## src/rtl/nap_pkg.sv

```systemverilog
// rtl/nap_pkg.sv - shared state encoding and digit defaults for the nap timer blocks
package nap_pkg;

    // Controller state encoding, also decoded by the display/alarm block
    localparam logic [1:0] ST_IDLE    = 2'd0;
    localparam logic [1:0] ST_RUN     = 2'd1;
    localparam logic [1:0] ST_PAUSED  = 2'd2;
    localparam logic [1:0] ST_EXPIRED = 2'd3;

    // Digit geometry shared with the display block
    localparam int DIGW_DEF    = 4;
    localparam int DIG_MAX_DEF = 9;

    // True when the state keeps the countdown alive (drives busy)
    function automatic logic is_active(input logic [1:0] st);
        return (st == ST_RUN) || (st == ST_PAUSED);
    endfunction

endpackage

```

## src/rtl/nap_digit_dec.sv

```systemverilog
// rtl/nap_digit_dec.sv - one decimal digit of the ripple-borrow decrementer
module nap_digit_dec
    import nap_pkg::*;
#(
    parameter int DIGW    = DIGW_DEF,
    parameter int DIG_MAX = DIG_MAX_DEF
) (
    input  logic [DIGW-1:0] digit_in,
    input  logic            borrow_in,
    output logic [DIGW-1:0] digit_out,
    output logic            borrow_out
);

    localparam logic [DIGW-1:0] MAX_VAL = DIGW'(DIG_MAX);
    localparam logic [DIGW-1:0] ONE     = DIGW'(1);

    // A zero digit wraps to DIG_MAX and passes the borrow upward; any other digit absorbs it
    always_comb begin
        digit_out  = digit_in;
        borrow_out = 1'b0;
        if (borrow_in) begin
            if (digit_in == '0) begin
                digit_out  = MAX_VAL;
                borrow_out = 1'b1;
            end else begin
                digit_out  = digit_in - ONE;
            end
        end
    end

endmodule

```

## src/rtl/nap_countdown_ctrl.sv

```systemverilog
// rtl/nap_countdown_ctrl.sv - nap timer sequencer: load, prescaled decimal countdown, expiry flag
module nap_countdown_ctrl
    import nap_pkg::*;
#(
    parameter int NDIG     = 4,
    parameter int DIGW     = DIGW_DEF,
    parameter int DIG_MAX  = DIG_MAX_DEF,
    parameter int TICK_DIV = 1000
) (
    input  logic                 clock,
    input  logic                 reset,
    input  logic                 start,
    input  logic                 pause,
    input  logic                 clear,
    input  logic [NDIG*DIGW-1:0] load_val,
    output logic [NDIG*DIGW-1:0] count,
    output logic                 busy,
    output logic                 done,
    output logic                 alarm
);

    localparam int CW = NDIG * DIGW;
    localparam int PW = (TICK_DIV > 1) ? $clog2(TICK_DIV) : 1;
    localparam logic [PW-1:0] PRE_LAST = PW'(TICK_DIV - 1);
    localparam logic [PW-1:0] PRE_ONE  = PW'(1);

    logic [1:0]    state;
    logic [PW-1:0] prescaler;

    logic [1:0]    next_state;
    logic [CW-1:0] next_count;
    logic [PW-1:0] next_prescaler;
    logic          next_done;
    logic          next_alarm;

    logic [CW-1:0] dec_count;
    logic [NDIG:0] borrow;

    // Top-digit borrow only fires from a zero count, which never decrements
    logic unused_top_borrow;
    assign unused_top_borrow = borrow[NDIG];

    assign borrow[0] = 1'b1;

    genvar gi;
    generate
        for (gi = 0; gi < NDIG; gi++) begin : g_digit
            nap_digit_dec #(
                .DIGW    (DIGW),
                .DIG_MAX (DIG_MAX)
            ) u_dec (
                .digit_in   (count[gi*DIGW +: DIGW]),
                .borrow_in  (borrow[gi]),
                .digit_out  (dec_count[gi*DIGW +: DIGW]),
                .borrow_out (borrow[gi+1])
            );
        end
    endgenerate

    // Next-state logic; clear outranks start, start outranks pause
    always_comb begin
        next_state     = state;
        next_count     = count;
        next_prescaler = prescaler;
        next_done      = 1'b0;
        next_alarm     = alarm;
        if (clear) begin
            next_state     = ST_IDLE;
            next_count     = '0;
            next_prescaler = '0;
            next_alarm     = 1'b0;
        end else begin
            case (state)
                ST_IDLE, ST_EXPIRED: begin
                    if (start) begin
                        next_count     = load_val;
                        next_prescaler = '0;
                        next_alarm     = 1'b0;
                        if (load_val != '0) begin
                            next_state = ST_RUN;
                        end else begin
                            // Nothing to count: expire straight away
                            next_state = ST_EXPIRED;
                            next_done  = 1'b1;
                            next_alarm = 1'b1;
                        end
                    end
                end
                ST_RUN: begin
                    if (pause) begin
                        next_state = ST_PAUSED;
                    end else if (prescaler == PRE_LAST) begin
                        next_prescaler = '0;
                        next_count     = dec_count;
                        if (dec_count == '0) begin
                            next_state = ST_EXPIRED;
                            next_done  = 1'b1;
                            next_alarm = 1'b1;
                        end
                    end else begin
                        next_prescaler = prescaler + PRE_ONE;
                    end
                end
                ST_PAUSED: begin
                    // Prescaler keeps its value so the interrupted tick finishes after resume
                    if (!pause) begin
                        next_state = ST_RUN;
                    end
                end
                default: begin
                    next_state = ST_IDLE;
                end
            endcase
        end
    end

    // State, count, prescaler and registered outputs
    always_ff @(posedge clock or posedge reset) begin
        if (reset) begin
            state     <= ST_IDLE;
            count     <= '0;
            prescaler <= '0;
            busy      <= 1'b0;
            done      <= 1'b0;
            alarm     <= 1'b0;
        end else begin
            state     <= next_state;
            count     <= next_count;
            prescaler <= next_prescaler;
            busy      <= is_active(next_state);
            done      <= next_done;
            alarm     <= next_alarm;
        end
    end

endmodule
```

## config.mk

```make
export PLATFORM = sky130hd
export DESIGN_NAME = nap_countdown_ctrl
export DESIGN_NICKNAME = d
export VERILOG_FILES = /design/src/rtl/nap_pkg.sv /design/src/rtl/nap_digit_dec.sv /design/src/rtl/nap_countdown_ctrl.sv
export SDC_FILE = /design/constraint.sdc
export NUM_CORES = 1
export LEC_CHECK = 0
export BUFFER_PORTS_ARGS = -buffer_cell sky130_fd_sc_hd__buf_2
export CORE_UTILIZATION = 40
export CTS_CLUSTER_DIAMETER = 60
export DETAILED_ROUTE_END_ITERATION = 10
export MAX_ROUTING_LAYER = met4
export SYNTH_ARGS = -nofsm -noshare
export SYNTH_HDL_FRONTEND = slang
export SYNTH_HIERARCHICAL = 1
export SYNTH_SLANG_ARGS = --single-unit
```

## constraint.sdc

```tcl
create_clock -name clock -period 4.2 [get_ports clock]
set_clock_uncertainty 0.15 [all_clocks]
set_input_delay 0.84 -clock clock [delete_from_list [all_inputs] [get_ports clock]]
set_output_delay 0.84 -clock clock [all_outputs]
set_load 0.02 [all_outputs]
```

# Word-level counts from Yosys, hierarchy flattened
# Index checks and enable logic that the tools add are counted.
[classes] div_mod_pow=0 eq_ne=10 reduce_logical=13 n_shift=0 bitwise=0 n_lt_le_gt_ge=0 addsub=5 mux=43 mul=0
[op_table] operator="2-to-1 mux 16 bit" count=4
[op_table] operator="2-to-1 mux 10 bit" count=4
[op_table] operator="case mux 16 bit (2 select lines)" count=1
[op_table] operator="2-to-1 mux 4 bit" count=7
[op_table] operator="case mux 10 bit (2 select lines)" count=1
[op_table] operator="zero test 16 bit" count=1
[op_table] operator="zero test 4 bit" count=4
[op_table] operator="2-to-1 mux 1 bit" count=16
[op_table] operator="nonzero test 16 bit" count=1
[op_table] operator="subtractor 4 x 1 -> 4 bit, second input constant" count=4
[op_table] operator="2-to-1 mux 2 bit" count=7
[op_table] operator="inequality test 3 bit, second input constant" count=4
[op_table] operator="adder 10 x 1 -> 10 bit, second input constant" count=1
[op_table] operator="== test 10 bit, second input constant" count=1
[op_table] operator="== test 2 bit, second input constant" count=3
[op_table] operator="case mux 2 bit (3 select lines)" count=1
[op_table] operator="AND reduction 5 bit" count=1
[op_table] operator="== test 2 x 1 -> 1 bit, second input constant" count=2
[op_table] operator="case mux 1 bit (2 select lines)" count=2
[op_table] operator="AND reduction 4 bit" count=1
[op_table] operator="AND reduction 3 bit" count=1
[op_table] operator="nonzero test 3 bit" count=1
[op_table] operator="zero test 2 bit" count=1
[op_table] operator="OR reduction 2 bit" count=1
[op_table] operator="logical OR 1 bit" count=1
[word_totals] ram_bits=0 mem_bits_ro=0 elab_cells=77 mem_count=0 register_bits=31 latch_bits=0 inputBits=21

# Longest topological paths before layout
# Gate-level depths: netlist of run 1.
[depth] word_depth=13 mapped_depth=14

# By module
# Netlist of run 1, hierarchy kept.
[modules_own_cells] mod="nap_countdown_ctrl" area_per_inst_um2=1778.0 seq_area_each_um2=775.7 instances=1 cells_per_inst=182
[modules_own_cells] mod="nap_digit_dec" area_per_inst_um2=78.8 seq_area_each_um2=0.0 instances=4 cells_per_inst=11

# Worst setup path after synthesis of run 1
# No wires, ideal clock.
[synth_timing] path_kind="flip-flop to flip-flop" start="register count[0]" end="register busy" path_slack_ns=0.404 arrival_ns=3.525 stages_incl_launch_ff=15 setup_ns=0.122 n_path_buf=0 path_cell_list="dfrtp_1 > nand2b_4 > nor4_1 > nand2b_4 > nor4_1 > nand2b_4 > nor4_1 > nand2b_4 > or4b_1 > nand2_1 > nor4_1 > nand4_1 > nor3_1 > o221a_2 > xor2_1"
[synth_via] elab_chain_cells=13
[synth_lines] item="start: declaration" line="nap_countdown_ctrl.sv:16" source="output logic [NDIG*DIGW-1:0] count,"
[synth_lines] item="start signal: assignment" line="nap_countdown_ctrl.sv:128" source="count <= next_count;"
[synth_lines] item="zero test 4 bit (*)" line="nap_digit_dec.sv:22" source="if (digit_in == '0) begin"
[synth_lines] item="2-to-1 mux 1 bit (*)" line="nap_digit_dec.sv:22"
[synth_lines] item="via borrow[1]" line="nap_countdown_ctrl.sv:37" source="logic [NDIG:0] borrow;"
[synth_lines] item="2-to-1 mux 1 bit (*)" line="nap_digit_dec.sv:21" source="if (borrow_in) begin"
[synth_lines] item="via borrow[2]" line="nap_countdown_ctrl.sv:37"
[synth_lines] item="2-to-1 mux 1 bit (*)" line="nap_digit_dec.sv:21"
[synth_lines] item="via borrow[3]" line="nap_countdown_ctrl.sv:37"
[synth_lines] item="2-to-1 mux 4 bit (*)" line="nap_digit_dec.sv:21"
[synth_lines] item="via dec_count[14]" line="nap_countdown_ctrl.sv:36" source="logic [CW-1:0] dec_count;"
[synth_lines] item="[... 1 more ...]"
[synth_lines] item="2-to-1 mux 2 bit (*)" line="nap_countdown_ctrl.sv:95" source="if (dec_count == '0) begin"
[synth_lines] item="2-to-1 mux 2 bit (*)" line="nap_countdown_ctrl.sv:92" source="end else if (prescaler == PRE_LAST) begin"
[synth_lines] item="2-to-1 mux 2 bit (*)" line="nap_countdown_ctrl.sv:90" source="if (pause) begin"
[synth_lines] item="case mux 2 bit (3 select lines) (*)" line="nap_countdown_ctrl.sv:73" source="case (state)"
[synth_lines] item="2-to-1 mux 2 bit (*)" line="nap_countdown_ctrl.sv:67" source="if (clear) begin"
[synth_lines] item="via next_state[1]" line="nap_countdown_ctrl.sv:30" source="logic [1:0] next_state;"
[synth_lines] item="== test 2 x 1 -> 1 bit or == test 2 bit (tied branches)" line="nap_pkg.sv:16" source="return (st == ST_RUN) || (st == ST_PAUSED);"
[synth_lines] item="logical OR 1 bit (*)" line="nap_pkg.sv:16"
[synth_lines] item="end signal: assignment" line="nap_countdown_ctrl.sv:130" source="busy <= is_active(next_state);"
[synth_lines] item="end: declaration" line="nap_countdown_ctrl.sv:17" source="output logic busy,"
# The timed path passes the listed nets; every way through them passes the cells marked *.
# A chain may end at the register's enable or synchronous reset.

# Worst setup path after layout of run 1
# Ends and elaborated chain as after synthesis.

==> flow_metrics.env, run 1 <==
export IMPL_cts_hold_buffers=0
export IMPL_drt_iter0_drc=81
export IMPL_critPathLaunchType="flop"
export IMPL_grt_first_pass_wirelength_mm=8.22
export IMPL_clock_path_buffers=2
export IMPL_vias=1811
export IMPL_final_common_cell="buf_2"
export IMPL_gp_congestion=0.778
export IMPL_worstPathMaxFanout=6
export IMPL_hpwl_mm=3.42
export IMPL_powerDensity_mw_per_mm2=658
export IMPL_grt_max_degree=33
export IMPL_yosys_warnings=6
export IMPL_fin_tns_setup_ns=0
export IMPL_worst_slack_ns=0.502
export IMPL_reg2reg_from="count[0]$_DFFE_PP0P_"
export IMPL_reg2reg_depth=16
export IMPL_p_int_mw=0.848
export IMPL_cts_root_buf="clkbuf_8"
export IMPL_hold_ws_ns=0.396
export IMPL_clock_sinks=31
export IMPL_arrival_ns=3.75
export IMPL_avgSynthCellArea_um2=9.28
export IMPL_fmax_mhz=270
export IMPL_via_per_inst=5.39
export IMPL_clock_latency_ns=0.28
export IMPL_num_antenna_cells=0
export IMPL_synthCells=225
export IMPL_ios=40
export IMPL_cts_buffers=5
export IMPL_r2r_end="busy$_DFF_PP0_"
export IMPL_nNetsFinal=293
export IMPL_worstHoldStart="prescaler[5]$_DFFE_PP0P_"
export IMPL_postCtsResizedCells=0
export IMPL_grt_use_total_pct=20.5
export IMPL_maxCapViolCount=0
export IMPL_row_count=25
export IMPL_required_ns=4.26
export IMPL_switchingPower_mw=0.753
export IMPL_rsz0062_at_grt="no"
export IMPL_hold_end="prescaler[5]$_DFFE_PP0P_"
export IMPL_synth_area_mm2=0.00209
export IMPL_status="finished clean"
export IMPL_max_slew_worst_pin_slew_ns=0.694
export IMPL_grt_ovfl_total=0
export IMPL_htreeDepth=2
export IMPL_fillers=485
export IMPL_final_cell_mix="buf_2, nand2_1, dfrtp_1, o31ai_1, mux2i_1"
export IMPL_dpl_worst_slack_ns=0.528
export IMPL_critPathKind="reg -> reg"
export IMPL_final_util_pct=49.8
export IMPL_p_comb_share_pct=53.8
export IMPL_die_w_um=74.2
export IMPL_fin_crit_sh_pct=88.0
export IMPL_final_max_slew_viol_count=0
export IMPL_multi_input_area_mm2=0.00124
export IMPL_seq_area_um2=776
export IMPL_crit_chain="nand2b_4 > nor4_1 > buf_4 > nand2b_4 > nor4_1 > buf_4 > nand2b_4 > nor4_1 > nand2b_4 > nor3_1 > xor2_1 > nor4_1 > nand4_1 > nor3_1 > o221a_2 > xor2_1"
export IMPL_coreArea_mm2=0.00488
export IMPL_p_leak_nw=1.12
export IMPL_path_clk_slew_ns=0.07
export IMPL_cts_tree="done"
export IMPL_totalWireLength_mm=4.91
export IMPL_crit_buf_inv=2
export IMPL_die_h_um=74.2
export IMPL_grt_pass1_vias=1663
export IMPL_p_sw_share_pct=47.0
export IMPL_dr_pass1_iters=4
export IMPL_setup_violations_final=0
export IMPL_die_area_mm2=0.00551
export IMPL_p_clk_share_pct=14.6
export IMPL_antenna_found_initial=0
export IMPL_relSlewSlack_pct=53.3
export IMPL_drtAntennaViolNets=0
export IMPL_postCtsSetupBuffers=0
export IMPL_syn_to_final_growth_pct=16.5
export IMPL_initial_utilization_pct=42.8
export IMPL_seqPwrFrac_pct=31.6
export IMPL_ir_drop_uv=298
export IMPL_port_buffers=39
export IMPL_wl_per_cell_um=14.6
export IMPL_drive_gt1_share_pct=24.5
export IMPL_drcViolationCount=0
export IMPL_cpLargestDelayFamily="simple AND/OR/NAND/NOR gates"
export IMPL_max_stage_delay_ns=0.53
export IMPL_crit_slowest_cell="nor4_1"
export IMPL_r2r_setup_slack_ns=0.50
export IMPL_finalHoldViolCount=0
export IMPL_fin_crit_ns=3.70
export IMPL_crit_path_end_kind="flop"
export IMPL_min_path_cells=1
export IMPL_power_mw=1.60
export IMPL_hold_class="reg -> reg"
==> sequential cells by signal, indices dropped and copies added (netlist names) <==
register   cells
count         16
prescaler     10
state          2
alarm          1
busy           1
done           1
==> per-layer routing <==
layer,track usage (%),part of all wire [%],vias up
met5,-,0,-
met3,5.15,4.1,2
met4,4.19,0.41,0
li1,-,-,924
met1,28.6,50,848
met2,30.3,45,37
==> power groups by stage <==
stage | Combinational [mW] | Sequential (mW) | Clock [mW]
after CTS | 0.871 | 0.506 | 0.240
after global routing | 0.964 | 0.529 | 0.256
after floorplan | 0.587 | 0.580 | 0
after global placement | 0.861 | 0.510 | 0
after detailed placement | 0.867 | 0.510 | 0
final | 0.862 | 0.506 | 0.234
==> worst reg2reg max path, cell delays in order, from the launching register on <==
cell	delay, ns
dfrtp_1	0.42
nand2b_4	0.17
nor4_1	0.16
buf_4	0.17
nand2b_4	0.07
nor4_1	0.18
buf_4	0.18
nand2b_4	0.07
nor4_1	0.53
nand2b_4	0.11
nor3_1	0.20
xor2_1	0.12
nor4_1	0.28
nand4_1	0.23
nor3_1	0.21
o221a_2	0.23
xor2_1	0.15
==> how the worst max path moves through the flow <==
stage / slack (ns) / endpoint / cells past startpoint / startpoint
floorplan: 0.42 / busy$_DFF_PP0_ / 14 / count[0]$_DFFE_PP0P_
global placement: 0.64 / busy$_DFF_PP0_ / 16 / count[0]$_DFFE_PP0P_
detailed placement: 0.53 / busy$_DFF_PP0_ / 16 / count[0]$_DFFE_PP0P_
CTS: 0.46 / busy$_DFF_PP0_ / 16 / count[0]$_DFFE_PP0P_
global route: 0.19 / alarm$_DFFE_PP0P_ / 16 / count[0]$_DFFE_PP0P_
finish: 0.50 / busy$_DFF_PP0_ / 16 / count[0]$_DFFE_PP0P_
==> final cells by class <==
type	count	area share [%]
clock inverter	1	0.206
timing repair buffer	43	9.26
sequential	31	31.9
multi-input combinational	180	51.0
clock buffer	7	3.14
inverter	7	1.08
tap	67	3.45
==> stage by stage <==
stage	instances	cell area (um^2)
global route	336	2430
CTS	336	2430
detailed placement	328	2350
floorplan	226	2090
global placement	328	2350
finish	336	2430
Power figures use the tool's default switching activity.
==> run 2: changes to the inputs <==
--- a/config.mk
+++ b/config.mk
@@ -10,6 +10,7 @@
 export CTS_CLUSTER_DIAMETER = 60
 export DETAILED_ROUTE_END_ITERATION = 10
 export MAX_ROUTING_LAYER = met4
+export PLACE_DENSITY = 0.72
 export SYNTH_ARGS = -nofsm -noshare
 export SYNTH_HDL_FRONTEND = slang
 export SYNTH_HIERARCHICAL = 1
==> run 2 against run 1 <==
- setup slack lost 0.082 ns
- combinational power shrank 0.6%
- clock power grew 5%
- worst hold slack gained 0.011 ns
- critical path depth shrank 1
- largest cell class unchanged
- highest routed layer unchanged
==> flow_metrics.env, run 2 (synthesis results as in run 1) <==
export IMPL_drcViolationCount=0
export IMPL_reg_top3="count (16), prescaler (10), state (2)"
export IMPL_seqPwrFrac_pct=31.8
export IMPL_critical_path_startpoint="count[0]$_DFFE_PP0P_"
export IMPL_coreArea_mm2=0.00488
export IMPL_final_util_pct=50.0
export IMPL_grt_use_total_pct=18.8
export IMPL_vias=1840
export IMPL_switchingPower_mw=0.769
export IMPL_initial_utilization_pct=42.8
export IMPL_crit_path_end_kind="flop"
export IMPL_row_count=25
export IMPL_fmax_mhz=265
export IMPL_setup_violations_final=0
export IMPL_final_max_slew_viol_count=0
export IMPL_cts_root_buf="clkbuf_8"
export IMPL_clock_sinks=31
export IMPL_antenna_found_initial=0
export IMPL_rsz0062_at_grt="no"
export IMPL_top_usage_layer="met2"
export IMPL_placed_cell_area_mm2=0.00234
export IMPL_postCtsResizedCells=0
export IMPL_dr_pass1_iters=4
export IMPL_critPathLaunchType="flop"
export IMPL_ios=40
export IMPL_drtAntennaViolNets=0
export IMPL_power_mw=1.61
export IMPL_p_leak_nw=1.11
export IMPL_drt_iter0_drc=161
export IMPL_wl_per_cell_um=14.4
export IMPL_relSlewSlack_pct=46.2
export IMPL_hpwl_mm=3.39
export IMPL_totalWireLength_mm=4.83
export IMPL_p_sw_share_pct=47.6
export IMPL_port_buffers=39
export IMPL_cpMostUsedCell="nand2b_4"
export IMPL_reg2reg_from="count[0]$_DFFE_PP0P_"
export IMPL_via_per_inst=5.49
export IMPL_p_clk_share_pct=15.2
export IMPL_largest_reg_flops=16
export IMPL_syn_to_final_growth_pct=16.8
export IMPL_arrival_ns=3.85
export IMPL_grt_first_pass_wirelength_mm=7.57
export IMPL_die_w_um=74.2
export IMPL_grt_ovfl_total=0
export IMPL_fin_crit_sh_pct=90.0
export IMPL_fin_tns_setup_ns=0
export IMPL_grt_use_met3_pct=3.93
export IMPL_drive_gt1_share_pct=25.4
export IMPL_cts_tree="done"
export IMPL_clock_latency_ns=0.29
export IMPL_powerDensity_mw_per_mm2=662
export IMPL_nNetsFinal=292
export IMPL_grt_max_degree=33
export IMPL_r2r_setup_slack_ns=0.42
export IMPL_cts_buffers=5
export IMPL_cpLargestDelayFamily="simple AND/OR/NAND/NOR gates"
export IMPL_grt_pass1_vias=1615
export IMPL_path_clk_slew_ns=0.08
export IMPL_required_ns=4.27
export IMPL_worstHoldStart="prescaler[5]$_DFFE_PP0P_"
export IMPL_critPathKind="reg -> reg"
export IMPL_num_antenna_cells=0
export IMPL_worstPathMaxFanout=6
export IMPL_die_h_um=74.2
export IMPL_p_int_mw=0.846
export IMPL_crit_chain="nand2b_4 > nor4_1 > buf_4 > nand2b_4 > nor4_1 > nand2b_4 > nor4_2 > nand2b_4 > nor3_1 > xor2_1 > nor4_1 > nand4_1 > nor3_1 > o221a_2 > xor2_1"
export IMPL_final_cell_mix="buf_2, nand2_1, dfrtp_1, o31ai_1, mux2i_1"
export IMPL_ir_drop_uv=233
export IMPL_htreeDepth=2
export IMPL_max_stage_delay_ns=0.49
export IMPL_design_area_mm2=0.00244
export IMPL_maxCapViolCount=0
export IMPL_clock_path_buffers=2
export IMPL_fin_crit_ns=3.78
export IMPL_hold_class="reg -> reg"
export IMPL_crit_slowest_cell="nor4_1"
export IMPL_gp_congestion=0.808
export IMPL_postCtsSetupBuffers=0
export IMPL_use_met1_pct=24.5
export IMPL_finalHoldViolCount=0
export IMPL_cts_hold_buffers=0
export IMPL_die_area_mm2=0.00551
export IMPL_p_comb_share_pct=53.1
export IMPL_hold_ws_ns=0.407
export IMPL_top_register="count"
export IMPL_final_common_cell="buf_2"
export IMPL_crit_buf_inv=1
export IMPL_use_met2_pct=29.3
export IMPL_max_slew_worst_pin_slew_ns=0.806
export IMPL_status="finished clean"
-- run 2: cell count changes in the layout (fill, tap and decap cells not counted) --
| cell | before | now |
|---|---|---|
| nor4_2 | 0 | 1 |
| clkinvlp_4 | 0 | 2 |
| buf_4 | 4 | 3 |
| nor4_1 | 12 | 11 |
| clkbuf_1 | 2 | 0 |
-- run 2: final timing paths --
kind                                            end  cells after the start
setup reg to reg                     busy$_DFF_PP0_                     15
min in group asynchronous  prescaler[8]$_DFFE_PP0P_                      2
hold / removal             prescaler[5]$_DFFE_PP0P_                      1
max in group asynchronous            done$_DFF_PP0_                      3
setup / recovery                     busy$_DFF_PP0_                     15
hold reg to reg            prescaler[5]$_DFFE_PP0P_                      1
-- run 2: per-layer routing --
metal  vias up  share of wire (%)
met4         0               0.79
met3         4                4.1
met5         -                  0
met1       879                 50
met2        39                 45
li1        918                  -
-- run 2: final cells by class --
cell class                      instances  area, um^2
Sequential cell                        31         776
Inverter                                7        26.3
Clock buffer                            5        68.8
Fill cell                             466        2440
Clock inverter                          3        20.0
Timing Repair Buffer                   42         218
Tap cell                               67        83.8
Multi-Input combinational cell        180        1250
-- run 2: per-stage QoR --
| stage | instances | worst slack, ns |
|---|---|---|
| after floorplan | 226 | 0.415 |
| after global placement | 327 | 0.445 |
| after detailed placement | 327 | 0.165 |
| final | 335 | 0.420 |
| after global routing | 335 | 0.161 |
| after CTS | 335 | 0.167 |
-- run 2: power groups by stage --
stage / clock, mW / combinational, mW / sequential [mW]
after global routing: 0.264 / 0.938 / 0.530
after CTS: 0.248 / 0.856 / 0.509
after detailed placement: 0 / 0.853 / 0.512
final: 0.245 / 0.857 / 0.513
after floorplan: 0 / 0.587 / 0.580
after global placement: 0 / 0.849 / 0.509
==> run 3: changes to the inputs <==
--- a/config.mk
+++ b/config.mk
@@ -5,12 +5,12 @@
 export SDC_FILE = /design/constraint.sdc
 export NUM_CORES = 1
 export LEC_CHECK = 0
-export BUFFER_PORTS_ARGS = -buffer_cell sky130_fd_sc_hd__buf_2
 export CORE_UTILIZATION = 40
 export CTS_CLUSTER_DIAMETER = 60
 export DETAILED_ROUTE_END_ITERATION = 10
+export DONT_BUFFER_PORTS = 1
 export MAX_ROUTING_LAYER = met4
-export PLACE_DENSITY = 0.72
+export PLACE_DENSITY = 0.65
 export SYNTH_ARGS = -nofsm -noshare
 export SYNTH_HDL_FRONTEND = slang
 export SYNTH_HIERARCHICAL = 1
==> run 3 against run 2 <==
- first-iteration DRC count shrank 28%
- final cell count shrank 11%
- routed wire length grew 0.43%
- non-clock buffer count shrank 38
- worst hold slack lost 0.071 ns
- power shrank 0.70%
==> flow_metrics.env, run 3 (synthesis results as in run 1) <==
export IMPL_status="finished clean"
export IMPL_reg_top3="count (16), prescaler (10), state (2)"
export IMPL_drtAntennaViolNets=0
export IMPL_arrival_ns=3.73
export IMPL_via_per_inst=5.72
export IMPL_die_h_um=74.2
export IMPL_crit_path_end_kind="flop"
export IMPL_num_antenna_cells=0
export IMPL_fmax_mhz=271
export IMPL_max_stage_delay_ns=0.48
export IMPL_wl_met3_um=349
export IMPL_antenna_found_initial=0
export IMPL_worst_slack_ns=0.513
export IMPL_setup_violations_final=0
export IMPL_fillers=491
export IMPL_worstPathMaxFanout=6
export IMPL_hold_class="in -> async"
export IMPL_largest_reg_flops=16
export IMPL_reg2reg_from="count[0]$_DFFE_PP0P_"
export IMPL_grt_ovfl_total=0
export IMPL_crit_slowest_cell="dfrtp_1"
export IMPL_max_slew_worst_pin_slew_ns=0.592
export IMPL_route_met2_wl_mm=2.27
export IMPL_wl_per_cell_um=16.3
export IMPL_hold_ws_ns=0.336
export IMPL_clock_sinks=31
export IMPL_cts_tree="done"
export IMPL_dr_max_layer_used="met4"
export IMPL_drive_gt1_share_pct=13.0
export IMPL_p_leak_nw=0.968
export IMPL_cts_buffers=5
export IMPL_drcViolationCount=0
export IMPL_postCtsSetupBuffers=0
export IMPL_gp_congestion=0.799
export IMPL_port_buffers=0
export IMPL_r2r_setup_slack_ns=0.51
export IMPL_ir_drop_uv=353
export IMPL_design_area_mm2=0.00228
export IMPL_fin_tns_setup_ns=0
export IMPL_placed_cell_area_mm2=0.00216
export IMPL_htreeDepth=2
export IMPL_nNetsFinal=254
export IMPL_coreArea_mm2=0.00488
export IMPL_cpLargestDelayFamily="simple AND/OR/NAND/NOR gates"
export IMPL_required_ns=4.24
export IMPL_crit_buf_inv=2
export IMPL_ios=40
export IMPL_critPathLaunchType="flop"
export IMPL_fin_crit_sh_pct=87.8
export IMPL_finalHoldViolCount=0
export IMPL_multi_input_area_mm2=0.00125
export IMPL_cts_root_buf="clkbuf_8"
export IMPL_cpMostUsedCell="nand2b_4"
export IMPL_dr_pass1_iters=4
export IMPL_critPathKind="reg -> reg"
export IMPL_power_mw=1.60
export IMPL_syn_to_final_growth_pct=9.23
export IMPL_top_register="count"
export IMPL_relSlewSlack_pct=60.4
export IMPL_die_w_um=74.2
export IMPL_path_clk_slew_ns=0.07
export IMPL_final_cell_mix="nand2_1, dfrtp_1, o31ai_1, mux2i_1, o21ai_0"
export IMPL_final_max_slew_viol_count=0
export IMPL_grt_use_total_pct=19.6
export IMPL_grt_pass1_vias=1696
export IMPL_fin_crit_ns=3.69
export IMPL_totalWireLength_mm=4.85
export IMPL_dpl_worst_slack_ns=0.281
export IMPL_powerDensity_mw_per_mm2=703
export IMPL_initial_utilization_pct=42.8
export IMPL_reg2reg_depth=16
export IMPL_grt_first_pass_wirelength_mm=7.93
export IMPL_drt_iter0_drc=116
export IMPL_r2r_end="alarm$_DFFE_PP0P_"
export IMPL_die_area_mm2=0.00551
export IMPL_met1_length_mm=2.17
export IMPL_row_count=25
export IMPL_maxCapViolCount=0
export IMPL_clock_path_buffers=2
export IMPL_clock_latency_ns=0.29
export IMPL_grt_max_degree=33
export IMPL_crit_chain="nand2b_4 > nor4_1 > buf_4 > nand2b_4 > nor4_2 > nand2b_4 > nor4_1 > buf_4 > nand2b_4 > nor3_1 > xor2_1 > nor4_1 > nand4_1 > o21ai_0 > a21oi_1 > a311oi_1"
export IMPL_rsz0062_at_grt="no"
export IMPL_final_common_cell="nand2_1"
export IMPL_vias=1700
export IMPL_hpwl_mm=3.44
export IMPL_seq_area_um2=776
## run 3: what timing repair did
item,4_1_cts,5_1_grt
hold buffers,0,0
resized for setup,0,1
setup endpoints to repair,0,2
## run 3: worst max path at each step
stage                               from  slack [ns]  cells after the start                 to
floorplan           count[0]$_DFFE_PP0P_        0.42                     14     busy$_DFF_PP0_
global placement    count[0]$_DFFE_PP0P_        0.45                     16     busy$_DFF_PP0_
detailed placement  count[0]$_DFFE_PP0P_        0.28                     16     busy$_DFF_PP0_
CTS                 count[0]$_DFFE_PP0P_        0.28                     16     busy$_DFF_PP0_
global route        count[0]$_DFFE_PP0P_        0.17                     16     busy$_DFF_PP0_
finish              count[0]$_DFFE_PP0P_        0.51                     16  alarm$_DFFE_PP0P_
## run 3: report_power, final
group	internal, mW	leakage, nW	switching, mW	total [mW]
Combinational	0.291	0.492	0.390	0.681
Sequential	0.384	0.415	0.228	0.612
Clock	0.192	0.0612	0.118	0.310
## run 3: metal layers
layer / global-route usage [%] / up-vias
met5: - / -
met3: 5.69 / 5
met4: 6.29 / 0
met2: 32.1 / 49
met1: 23.2 / 797
li1: - / 849
## run 3: layout make-up
class                   instances  share of cell area (%)
well taps                      67                    3.68
repair buffers                  4                    1.32
clock buffers                   6                    3.62
inverters                       7                    1.15
clock inverters                 2                    1.54
flip-flops and latches         31                    34.0
multi-input cells             180                    54.7
## run 3: stage by stage
step,instances,util (%)
2_1_floorplan,226,-
3_3_place_gp,289,44.2
3_5_place_dp,289,44.2
4_1_cts,297,46.6
5_1_grt,297,46.7
6_report,297,46.7
